File: src/rtl/game_score_keeper.sv
// Round score, session high score and final-score handshake for the screen timer.
// Optional consecutive-catch streak multiplier is enabled by defining GAME_SCORE_STREAK_EN.
module game_score_keeper #(
    parameter int SCORE_W          = 16,
    parameter int POINTS_PER_CATCH = 10,
    parameter int SNITCH_BONUS     = 150,
    parameter int MISS_PENALTY     = 5
) (
    input  logic               clock,
    input  logic               resetn,
    input  logic [4:0]         curr_screen,
    input  logic [5:0]         total_screens,
    input  logic               snitch_powerup,
    input  logic               end_of_game,
    input  logic               play_again,
    input  logic               catch_pulse,
    input  logic               miss_pulse,
    input  logic               scoreboard_ack,
    output logic [SCORE_W-1:0] score,
    output logic [SCORE_W-1:0] high_score,
    output logic [SCORE_W-1:0] final_score,
    output logic               scoreboard_valid,
    output logic               screen_change,
    output logic [2:0]         streak,
    output logic [1:0]         state
);

    localparam logic [1:0] IDLE         = 2'd0;
    localparam logic [1:0] PLAY         = 2'd1;
    localparam logic [1:0] REPORT       = 2'd2;
    localparam logic [1:0] WAIT_RESTART = 2'd3;

    localparam int DW = SCORE_W + 2;
    localparam logic signed [DW-1:0] PTS       = DW'(POINTS_PER_CATCH);
    localparam logic signed [DW-1:0] BONUS     = DW'(SNITCH_BONUS);
    localparam logic signed [DW-1:0] PENALTY   = DW'(MISS_PENALTY);
    localparam logic signed [DW-1:0] SCORE_MAX = {2'b00, {SCORE_W{1'b1}}};

    function automatic logic [SCORE_W-1:0] sat_score(input logic signed [DW-1:0] v);
        if (v < 0)
            return '0;
        else if (v > SCORE_MAX)
            return '1;
        else
            return v[SCORE_W-1:0];
    endfunction

    logic [1:0]         state_q, state_d;
    logic [SCORE_W-1:0] score_q, score_d;
    logic [SCORE_W-1:0] high_q, high_d;
    logic [SCORE_W-1:0] final_q, final_d;
    logic               valid_q, valid_d;
    logic [4:0]         prev_screen_q;
    logic               screen_change_q;
    logic               snitch_taken_q, snitch_taken_d;
    logic [2:0]         streak_q, streak_d;
    logic               eog_q, eog_prev_q;

    logic                 trace;
    logic                 catch_ok;
    logic                 miss_ok;
    logic                 snitch_held;
    logic                 bonus;
    logic                 eog_rise;
    logic signed [DW-1:0] catch_pts;
    logic signed [DW-1:0] delta;
    logic signed [DW-1:0] score_sum;
    logic [SCORE_W-1:0]   score_upd;
    logic [2:0]           streak_upd;

    assign trace = ~curr_screen[0] && (curr_screen >= 5'd2)
                   && ({1'b0, curr_screen} < total_screens);
    assign catch_ok = catch_pulse && (state_q == PLAY) && trace;
    assign miss_ok  = miss_pulse && (state_q == PLAY) && trace;

    // A screen change in this cycle means the catch belongs to the new screen.
    assign snitch_held = snitch_taken_q && !screen_change_q;
    assign bonus       = catch_ok && snitch_powerup && !snitch_held;
    assign eog_rise    = eog_q && !eog_prev_q;

`ifdef GAME_SCORE_STREAK_EN
    logic [2:0] streak_eff;
    assign streak_eff = screen_change_q ? 3'd0 : streak_q;
    assign catch_pts  = (streak_eff >= 3'd4) ? (PTS + PTS) : PTS;

    always_comb begin
        streak_upd = streak_eff;
        if (miss_ok)
            streak_upd = 3'd0;
        else if (catch_ok)
            streak_upd = (streak_eff == 3'd7) ? 3'd7 : streak_eff + 3'd1;
    end
`else
    assign catch_pts  = PTS;
    assign streak_upd = 3'd0;
`endif

    assign delta = (catch_ok ? catch_pts : '0) + (bonus ? BONUS : '0)
                 - (miss_ok ? PENALTY : '0);
    assign score_sum = $signed({2'b00, score_q}) + delta;
    assign score_upd = sat_score(score_sum);

    always_comb begin
        state_d        = state_q;
        score_d        = score_upd;
        high_d         = high_q;
        final_d        = final_q;
        valid_d        = valid_q;
        snitch_taken_d = bonus || snitch_held;
        streak_d       = streak_upd;
        case (state_q)
            IDLE: begin
                if (trace)
                    state_d = PLAY;
            end
            PLAY: begin
                if (eog_rise) begin
                    state_d = REPORT;
                    final_d = score_upd;
                    valid_d = 1'b1;
                    if (score_upd > high_q)
                        high_d = score_upd;
                end
            end
            REPORT: begin
                if (scoreboard_ack) begin
                    valid_d = 1'b0;
                    state_d = WAIT_RESTART;
                end
            end
            default: begin
                // A level check covers both a fresh rise and a level already held on entry.
                if (play_again) begin
                    state_d        = IDLE;
                    score_d        = '0;
                    streak_d       = 3'd0;
                    snitch_taken_d = 1'b0;
                end
            end
        endcase
    end

    always_ff @(posedge clock) begin
        if (!resetn) begin
            state_q         <= IDLE;
            score_q         <= '0;
            high_q          <= '0;
            final_q         <= '0;
            valid_q         <= 1'b0;
            prev_screen_q   <= curr_screen;
            screen_change_q <= 1'b0;
            snitch_taken_q  <= 1'b0;
            streak_q        <= 3'd0;
            eog_q           <= 1'b0;
            eog_prev_q      <= 1'b0;
        end else begin
            state_q         <= state_d;
            score_q         <= score_d;
            high_q          <= high_d;
            final_q         <= final_d;
            valid_q         <= valid_d;
            prev_screen_q   <= curr_screen;
            screen_change_q <= (curr_screen != prev_screen_q);
            snitch_taken_q  <= snitch_taken_d;
            streak_q        <= streak_d;
            eog_q           <= end_of_game;
            eog_prev_q      <= eog_q;
        end
    end

    assign score            = score_q;
    assign high_score       = high_q;
    assign final_score      = final_q;
    assign scoreboard_valid = valid_q;
    assign screen_change    = screen_change_q;
    assign streak           = streak_q;
    assign state            = state_q;

endmodule

File: config.mk
export PLATFORM = sky130hd
export DESIGN_NAME = game_score_keeper
export DESIGN_NICKNAME = d
export VERILOG_FILES = /design/src/rtl/game_score_keeper.sv
export SDC_FILE = /design/constraint.sdc
export NUM_CORES = 1
export LEC_CHECK = 0
export CAP_MARGIN = 20
export CORE_ASPECT_RATIO = 1.4
export CORE_MARGIN = 5
export CORE_UTILIZATION = 58
export CTS_CLUSTER_SIZE = 20
export DETAILED_ROUTE_END_ITERATION = 8
export MAX_ROUTING_LAYER = met4
export PLACE_DENSITY = 0.87
export REMOVE_ABC_BUFFERS = 1
export SLEW_MARGIN = 10
export SYNTH_ARGS = -nofsm -noshare
export SYNTH_HDL_FRONTEND = slang
export SYNTH_SLANG_ARGS = --single-unit
File: constraint.sdc
create_clock -name clock -period 21 [get_ports clock]
set_input_delay 4.2 -clock clock [delete_from_list [all_inputs] [get_ports clock]]
set_output_delay 4.2 -clock clock [all_outputs]
set_load 0.01 [all_outputs]
==> qor.yml, run 1 <==
end_kind: "flip-flop"
tns_ns: 0
portBuffers: 70
ys_ff_latch: 60
final-max-slew-violation-count: 0
cp.buffers_inverters: 3
routabilityCongestion: 0.912
vias: 3888
vias_per_cell: 5.87
min_period_ns: 11.89
start_util: 0.592
drcViolationCount: 0
vdd_ir_drop_max_mv: 0.0778
leakagePower_nw: 2.07
worstSetupPathType: "primary input to flip-flop"
hold_violations: 0
drt_iter0_drc: 198
synth-xor-area-share: 0.0529
antennaDiodeCount: 0
fp.dieH_um: 110
place_inst: 645
rsz0062_at_grt: "false"
hp-class: "flip-flop to flip-flop"
cts-root-buf: "clkbuf_8"
fin_util: 0.720
core_area_um2: 6980
routed_wl_mm: 11.2
cp_slowest_cell: "o22ai_2"
layout.nets: 630
syn_area_per_cell_um2: 8.16
fill_cells: 565
report.final.setup_viol: 0
crit_fanout: 17
fin_area_um2: 5030
max_slew_margin: 0.469
finClkSkew_ns: 0.0130
ys_seq_area_frac: 0.290
cts-buffers-inserted: 9
first_pass_iters: 4
min_period_over_period: 0.566
clock_sinks: 60
fmax_mhz: 84.1
ios: 74
cts_setup_buffers: 0
synth_top_family_by_area: "compound AO/OA/AOI/OAI gates"
synthSimpleGateAreaFrac: 0.196
clk_latency_ns: 0.35
cts_hold_buf: 0
tritoncts: "done"
avgRoutedWirePerCell_um: 17.0
status: "finished clean"
synthCells: 507
synth_compound_area_frac: 0.216
clk_pin_slew_ns: 0.08
crit_family: "compound AO/OA/AOI/OAI gates"
grt_pass1_wl_mm: 18.0
fin_total_pwr_uw: 523
antenna_found_initial: 0
netlist_area_um2: 4140
dieArea_um2: 8940
ys_warn_count: 0
path_common_cell: "ha_1"
ant_nets: 0
syn_to_final_growth_pct: 21.6
synth_edf_count: 0
tightest_slew_ns: 0.792
track_usage: 0.271
cap_viol_max_count: 0
final_cells: 662
crit_path_start_kind: "primary input"
cp.required_ns: 21.24
synth-adder-area-share: 0.155
drive_gt1_frac: 0.0776
fp-row-count: 36
grt_pass1_vias: 3792
cellPowerDensity_nw_per_um2: 104
synth_cell_types: 72
crit_arrival_ns: 12.13
grt_overflow: 0
ys.flop_type: "dfxtp_1"
async_flop_share: 0
cts.repair.resized: 0
hpwlAfterDp_mm: 8.59
placed_area_um2: 4820
htree_levels: 3
synthMuxAreaShare: 0.0124
die_w_um: 81.4
grt_max_degree: 37
clockBufferDepth: 2
max_stage_delay_ns: 0.62
[final cells by class]
class                           count  area [um2]  share of cell area
Clock buffer                        9         124              0.0246
Clock inverter                      7        75.1              0.0149
Inverter                           44         165              0.0328
Multi-Input combinational cell    375        2630               0.523
Sequential cell                    60        1200               0.239
Tap cell                           95         119              0.0236
Timing Repair Buffer               72         716               0.142
[cell usage in the layout (no fill, tap or decap), types with 10 or more instances in the layout]
master	instances
a21oi_1	27
dfxtp_1	60
xor2_1	10
nor3_1	10
o32ai_1	15
ha_1	45
o21ai_0	24
nand2_1	40
nor2_1	58
inv_1	43
clkdlybuf4s50_1	70
xnor2_1	15
[logic make-up (layout without fill, tap and decap cells)]
| kind of cell | count (synthesis) | in the layout |
|---|---|---|
| other | 1 | 3 |
| AND/OR/NAND/NOR | 165 | 165 |
| multiplexers | 5 | 5 |
| buffers and inverters | 74 | 132 |
| flip-flops | 60 | 60 |
| adder cells (fa/ha/maj) | 49 | 49 |
| AO/OA/AOI/OAI | 128 | 128 |
| XOR/XNOR | 25 | 25 |
[synth_stat cells (all sizes together), types with 2 or more instances]
cell,instances,area share
or2,6,0.0091
a41oi,2,0.0042
o32ai,15,0.032
nand4,4,0.0060
dfxtp,60,0.29
nand3,7,0.0085
a31oi,3,0.0045
fa,4,0.019
nor4,3,0.0045
or3,2,0.0042
o211ai,3,0.0054
ha,45,0.14
o22ai,2,0.0045
nand2b,9,0.014
a2bb2oi,2,0.0042
a221oi,2,0.0042
a21o,6,0.011
mux2i,4,0.0097
and2,3,0.0051
o31a,3,0.0064
a21oi,28,0.035
clkbuf,19,0.017
o21a,3,0.0054
a211oi,3,0.0054
nor4b,2,0.0042
nor3,11,0.016
o21ai,34,0.049
and4b,3,0.0073
and3,6,0.0091
nand2,40,0.036
xnor2,15,0.032
xor2,10,0.021
a21boi,2,0.0036
a211o,2,0.0042
nor2b,4,0.0060
inv,43,0.039
nor2,59,0.054
o21bai,2,0.0036
buf,11,0.018
o31ai,4,0.0073
[metrics by stage]
stage | hold slack (ns) | setup WS [ns]
5_1_grt | 0.492 | 8.57
4_1_cts | 0.465 | 9.21
3_5_place_dp | 0.447 | 8.91
3_3_place_gp | 0.439 | 9.34
6_report | 0.463 | 9.11
2_1_floorplan | 0.430 | 10.22
[worst paths after layout]
| kind | end | cells past startpoint | slack (ns) | startpoint |
|---|---|---|---|---|
| hold reg to reg | final_score[14] | 2 | 0.46 | final_score[14] |
| setup reg to reg | high_score[11] | 25 | 13.58 | state[0] |
| hold / removal | final_score[14] | 2 | 0.46 | final_score[14] |
| setup / recovery | high_score[11] | 30 | 9.11 | curr_screen[4] |
[layer usage]
layer / GRT usage / vias to the layer above / part of all wire
met5: - / - / 0
li1: - / 1874 / -
met4: 0.144 / 0 / 0.043
met2: 0.457 / 163 / 0.52
met3: 0.0607 / 38 / 0.060
met1: 0.291 / 1813 / 0.38
[worst min-delay path: stages (launching register included)]
cell,delay (ns)
dfxtp_1,0.32
nand2_1,0.06
o21ai_2,0.04
[power by group]
part           total (mW)  switching (mW)  internal [mW]  leakage, nW
Clock               0.106          0.0500         0.0556        0.104
Combinational       0.271           0.155          0.116         1.48
Sequential          0.147          0.0195          0.128        0.488
[registers in the layout, indices dropped and copies added, names as in the netlist]
signal            cells
final_score          16
high_score           16
score                16
prev_screen_q         5
state                 2
eog_prev_q            1
eog_q                 1
scoreboard_valid      1
screen_change         1
snitch_taken_q        1
Power figures use the tool's default switching activity.
==> run 2: changes to the inputs <==
CORE_UTILIZATION = 54   (was 58)
PLACE_DENSITY = 0.82   (was 0.87)
clock period = 12.3 ns   (was 21 ns; I/O delays follow)
==> run 2 against run 1 <==
- die area is 6.6% higher
- core utilization fell by 3.8 points
- power increased by 74%
- via count grew 0.82%
- clock skew hardly changed
- wire length fell by 1.7%
- count of clock-buffer cells in the layout stayed put
- global-route usage down 3.3 points
- cell area increased by 0.50%
==> qor.yml, run 2 (synthesized netlist as in run 1, its figures left out) <==
status: "finished clean"  # unchanged
report.final.setup_viol: 0  # unchanged
vias: 3920  # was 3888
fmax_mhz: 99.5
min_period_over_period: 0.817
cts-buffers-inserted: 9  # unchanged
end_kind: "flip-flop"  # unchanged
multi_input_area_um2: 2630  # unchanged
final-max-slew-violation-count: 0  # unchanged
syn_to_final_growth_pct: 22.2  # was 21.6%
fp-row-count: 37  # was 36
die_w_um: 84.0  # was 81.4 um
finClkSkew_ns: 0.0128  # was 0.0130 ns
crit_arrival_ns: 10.26  # was 12.13 ns
routabilityCongestion: 0.942  # was 0.912
worstSetupPathType: "primary input to flip-flop"  # unchanged
antenna_found_initial: 0  # unchanged
vias_per_cell: 5.90  # was 5.87
clk_pin_slew_ns: 0.08  # about the same
first_pass_iters: 6  # was 4
dieArea_um2: 9540  # was 8940 um2
cts.repair.resized: 0  # unchanged
fp.dieH_um: 114  # was 110 um
cts-root-buf: "clkbuf_8"  # unchanged
core_area_um2: 7410  # was 6980 um2
grt_pass1_vias: 3789  # was 3792
htree_levels: 3  # unchanged
cap_viol_max_count: 0  # unchanged
start_util: 0.558  # was 0.592
antennaDiodeCount: 0  # unchanged
portBuffers: 70  # unchanged
startpoint: "curr_screen[4]"  # unchanged
min_period_ns: 10.05
vdd_ir_drop_max_mv: 0.120  # was 0.0778 mV
worstReg2RegStart: "state[0]"  # unchanged
routed_wl_mm: 11.0  # was 11.2 mm
grt_pass1_wl_mm: 17.8  # was 18.0 mm
drt_iter0_drc: 188  # was 198
track_usage: 0.238  # was 0.271
tightest_slew_ns: 0.784  # was 0.792 ns
cts_hold_buf: 0  # unchanged
path_common_cell: "ha_1"  # unchanged
fin_util: 0.682  # was 0.720
clockBufferDepth: 2  # unchanged
max_slew_margin: 0.477  # was 0.469
grt_max_degree: 22  # was 37
cellPowerDensity_nw_per_um2: 181  # was 104 nW/um2
max_stage_delay_ns: 0.55  # was 0.62 ns
rsz0062_at_grt: "false"  # unchanged
hp-class: "flip-flop to flip-flop"  # unchanged
drive_gt1_frac: 0.0776  # unchanged
fill_cells: 626  # was 565
ant_nets: 0  # unchanged
ios: 74  # unchanged
hpwlAfterDp_mm: 8.43  # was 8.59 mm
layout.nets: 630  # unchanged
cts_setup_buffers: 0  # unchanged
hold_start: "final_score[8]"  # was final_score[14]
tritoncts: "done"  # unchanged
cp_slowest_cell: "a2111oi_0"  # was o22ai_2
clk_latency_ns: 0.35  # about the same
clock_sinks: 60  # unchanged
cp.required_ns: 12.51  # was 21.24 ns
drcViolationCount: 0  # unchanged
grt_overflow: 0  # unchanged
crit_fanout: 17  # unchanged
most-common-layout-cells: "clkdlybuf4s50_1, dfxtp_1, nor2_1"  # unchanged
final_common_cell: "clkdlybuf4s50_1"  # unchanged
avgRoutedWirePerCell_um: 16.6  # was 17.0 um
seqCellArea_um2: 1200  # unchanged
crit_path_start_kind: "primary input"  # unchanged
hold_violations: 0  # unchanged
tns_ns: 0  # unchanged
leakagePower_nw: 2.07  # about the same
==> run 2: cell types whose count changed in the layout (fill, tap and decap cells not counted), sizes merged <==
cell      previous run  this run
clkinv               5         2
bufinv               1         2
clkinvlp             0         2
==> run 2: stage by stage <==
stage               hold slack [ns]  power (mW)  std cells  instance area (um2)  setup WS (ns)
finish                        0.457       0.913        664                 5050           2.25
detailed placement            0.446       0.708        647                 4830           1.95
floorplan                     0.430       0.560        479                 4000           3.26
global placement              0.440       0.694        647                 4830           2.30
CTS                           0.462       0.912        663                 5050           2.31
global route                  0.482       0.974        664                 5050           1.74
==> run 2: path summary, 6_finish.rpt <==
check	endpoint	slack, ns	cells past startpoint
max	high_score[14]	2.25	31
min	final_score[8]	0.46	2
max reg2reg	high_score[14]	4.94	26
min reg2reg	final_score[8]	0.46	2
==> run 2: layout make-up <==
type | instances | share of cell area
Multi-Input combinational cell | 375 | 0.520
Clock buffer | 9 | 0.0245
Clock inverter | 7 | 0.0193
Tap cell | 97 | 0.0240
Inverter | 44 | 0.0327
Timing Repair Buffer | 72 | 0.142
Sequential cell | 60 | 0.238
==> run 2: routing by layer <==
layer	track usage	share of wire	vias to the layer above
li1	-	-	1874
met1	0.256	0.39	1835
met2	0.425	0.51	183
met3	0.0470	0.062	28
met4	0.0976	0.030	0
met5	-	0	-
==> run 2: critical path, delay by kind of cell <==
kind            cells  cell delay (ns)
compound gates     12             3.19
fa+ha+maj           6             1.88
simple gates        9             1.83
buf+inv             3             0.74
xor+xnor            1             0.12
==> run 2: where the power goes <==
group          internal (mW)  total, mW  switching [mW]
logic                  0.199      0.461           0.262
registers              0.218      0.252          0.0337
clock network          0.115      0.200          0.0852
total                  0.532      0.913           0.381
==> run 3: changes to the inputs <==
clock period = 9.8 ns   (was 12.3 ns; I/O delays follow)
==> run 3 against run 2 <==
- sequential power rose by 25%
- global-route usage grew 1.2 points
- first-iteration DRC count increased by 30%
- via count is 2.0% higher
- non-clock buffer count up 6
- power increased by 28%
- combinational power rose by 30%
- critical endpoint is now high_score[4]
- register-to-register slack got worse by 2.2 ns
- final cell count increased by 0.90%
- wire length is 4.2% higher
- cell area is 1.1% higher
- highest routed layer unchanged
==> qor.yml, run 3 (synthesized netlist as in run 1, its figures left out) <==
grt_pass1_vias: 3918  # was 3789
fill_cells: 627  # was 626
report.final.setup_viol: 0  # unchanged
clk_latency_ns: 0.34  # was 0.35 ns
hold_violations: 0  # unchanged
drive_gt1_frac: 0.0873  # was 0.0776
ios: 74  # unchanged
antenna_found_initial: 0  # unchanged
cts-root-buf: "clkbuf_8"  # unchanged
fin_ws_ns: 0.545  # was 2.25 ns
clk_pin_slew_ns: 0.08  # about the same
core_area_um2: 7410  # unchanged
comb_power_share: 0.515  # was 0.505
most-common-layout-cells: "clkdlybuf4s50_1, dfxtp_1, nor2_1"  # unchanged
crit_family: "compound AO/OA/AOI/OAI gates"  # unchanged
syn_to_final_growth_pct: 23.5  # was 22.2%
status: "finished clean"  # unchanged
max_stage_delay_ns: 0.59  # was 0.55 ns
cp.buffers_inverters: 3  # unchanged
finClkSkew_ns: 0.0107  # was 0.0128 ns
cp_slowest_cell: "a2111oi_0"  # unchanged
tns_ns: 0  # unchanged
p_sw_uw: 488  # was 381 uW
cts_setup_buffers: 0  # unchanged
dp_slack_ns: 0.230  # was 1.95 ns
vdd_ir_drop_max_mv: 0.158  # was 0.120 mV
global_route.usage.met3: 0.0412  # was 0.0470
antennaDiodeCount: 0  # unchanged
cts-buffers-inserted: 9  # unchanged
routabilityCongestion: 0.937  # was 0.942
p_int_uw: 679  # was 532 uW
r2r_slack_ns: 2.76  # was 4.94 ns
first_pass_iters: 5  # was 6
fin_util: 0.690  # was 0.682
grt-busiest-layer: "met2"  # unchanged
cellPowerDensity_nw_per_um2: 228  # was 181 nW/um2
grt_use_met2: 0.442  # was 0.425
path_common_cell: "ha_1"  # unchanged
vias: 4000  # was 3920
rsz0062_at_grt: "false"  # unchanged
start_util: 0.558  # unchanged
cp.depth: 29  # was 31
fp.dieH_um: 114  # unchanged
routed_wl_mm: 11.5  # was 11.0 mm
vias_per_cell: 5.97  # was 5.90
grt_overflow: 0  # unchanged
cap_viol_max_count: 0  # unchanged
final_common_cell: "clkdlybuf4s50_1"  # unchanged
drcViolationCount: 0  # unchanged
worstSetupPathType: "primary input to flip-flop"  # unchanged
crit_path_start_kind: "primary input"  # unchanged
clockBufferDepth: 2  # unchanged
fp-row-count: 37  # unchanged
portBuffers: 70  # unchanged
tritoncts: "done"  # unchanged
htree_levels: 3  # unchanged
pwr-share-seq: 0.270  # was 0.276
track_usage: 0.250  # was 0.238
max_slew_margin: 0.521  # was 0.477
clock_sinks: 60  # unchanged
switching_share: 0.418  # was 0.417
fmax_mhz: 108
die_w_um: 84.0  # unchanged
leakagePower_nw: 2.10  # was 2.07 nW
crit_arrival_ns: 9.47  # was 10.26 ns
hpwlAfterDp_mm: 8.59  # was 8.43 mm
end_kind: "flip-flop"  # unchanged
grt_pass1_wl_mm: 19.0  # was 17.8 mm
ant_nets: 0  # unchanged
avgRoutedWirePerCell_um: 17.2  # was 16.6 um
crit_fanout: 21  # was 17
dieArea_um2: 9540  # unchanged
layout.nets: 636  # was 630
drt_iter0_drc: 244  # was 188
r2r_cells: 24  # was 26
pwr-share-clk: 0.215  # was 0.219
hold_depth: 2  # unchanged
grt_max_degree: 22  # unchanged
tightest_slew_ns: 0.718  # was 0.784 ns
min_period_ns: 9.25
cp.required_ns: 10.01  # was 12.51 ns
hp-class: "flip-flop to flip-flop"  # unchanged
use_met1: 0.277  # was 0.256
final-max-slew-violation-count: 0  # unchanged
min_period_over_period: 0.944
[run 3: changes by cell type in the layout (fill, tap and decap cells not counted)]
cell and change:
clkinv_4 +2, a21oi_2 -1, buf_4 +6, a21oi_4 +1, inv_6 -1, clkinvlp_4 -1
[run 3: path summary, 6_finish.rpt]
| kind | start | to |
|---|---|---|
| hold / removal | final_score[8] | final_score[8] |
| setup / recovery | curr_screen[4] | high_score[4] |
| setup reg to reg | state[0] | high_score[4] |
| hold reg to reg | final_score[8] | final_score[8] |
[run 3: per-stage QoR]
| stage | cell area [um2] | total power [mW] | cells | hold slack [ns] |
|---|---|---|---|---|
| floorplan | 4000 | 0.703 | 479 | 0.430 |
| global route | 5110 | 1.24 | 670 | 0.494 |
| finish | 5110 | 1.17 | 670 | 0.456 |
| detailed placement | 4870 | 0.902 | 653 | 0.450 |
| global placement | 4870 | 0.883 | 653 | 0.440 |
| CTS | 5090 | 1.16 | 669 | 0.464 |
[run 3: what timing repair did]
action / 4_1_cts / 5_1_grt
setup endpoints to repair: 0 / 14
resized for setup: 0 / 1
hold buffers: 0 / 0
[run 3: worst min-delay path, cell delays in order (launching register included)]
cell and delay [ns]:
dfxtp_1 0.32, nand2_1 0.05, o21ai_1 0.05
[run 3: cell type report]
type,instances,area [um2],area share
Inverter,44,165,0.0323
Timing Repair Buffer,78,761,0.149
Clock inverter,7,98.8,0.0193
Sequential cell,60,1200,0.235
Tap cell,97,121,0.0238
Multi-Input combinational cell,375,2640,0.516
Clock buffer,9,124,0.0242
[run 3: layer usage]
metal	vias up	wire, um
li1	1888	-
met1	1899	4410
met2	181	5960
met3	32	761
met4	0	374
met5	-	0
[run 3: power groups by stage]
stage               clock [mW]  combinational [mW]  sequential [mW]
floorplan                    0               0.382            0.321
global placement             0               0.564            0.319
detailed placement           0               0.582            0.319
CTS                      0.252               0.590            0.314
global route             0.265               0.658            0.320
finish                   0.251               0.601            0.316
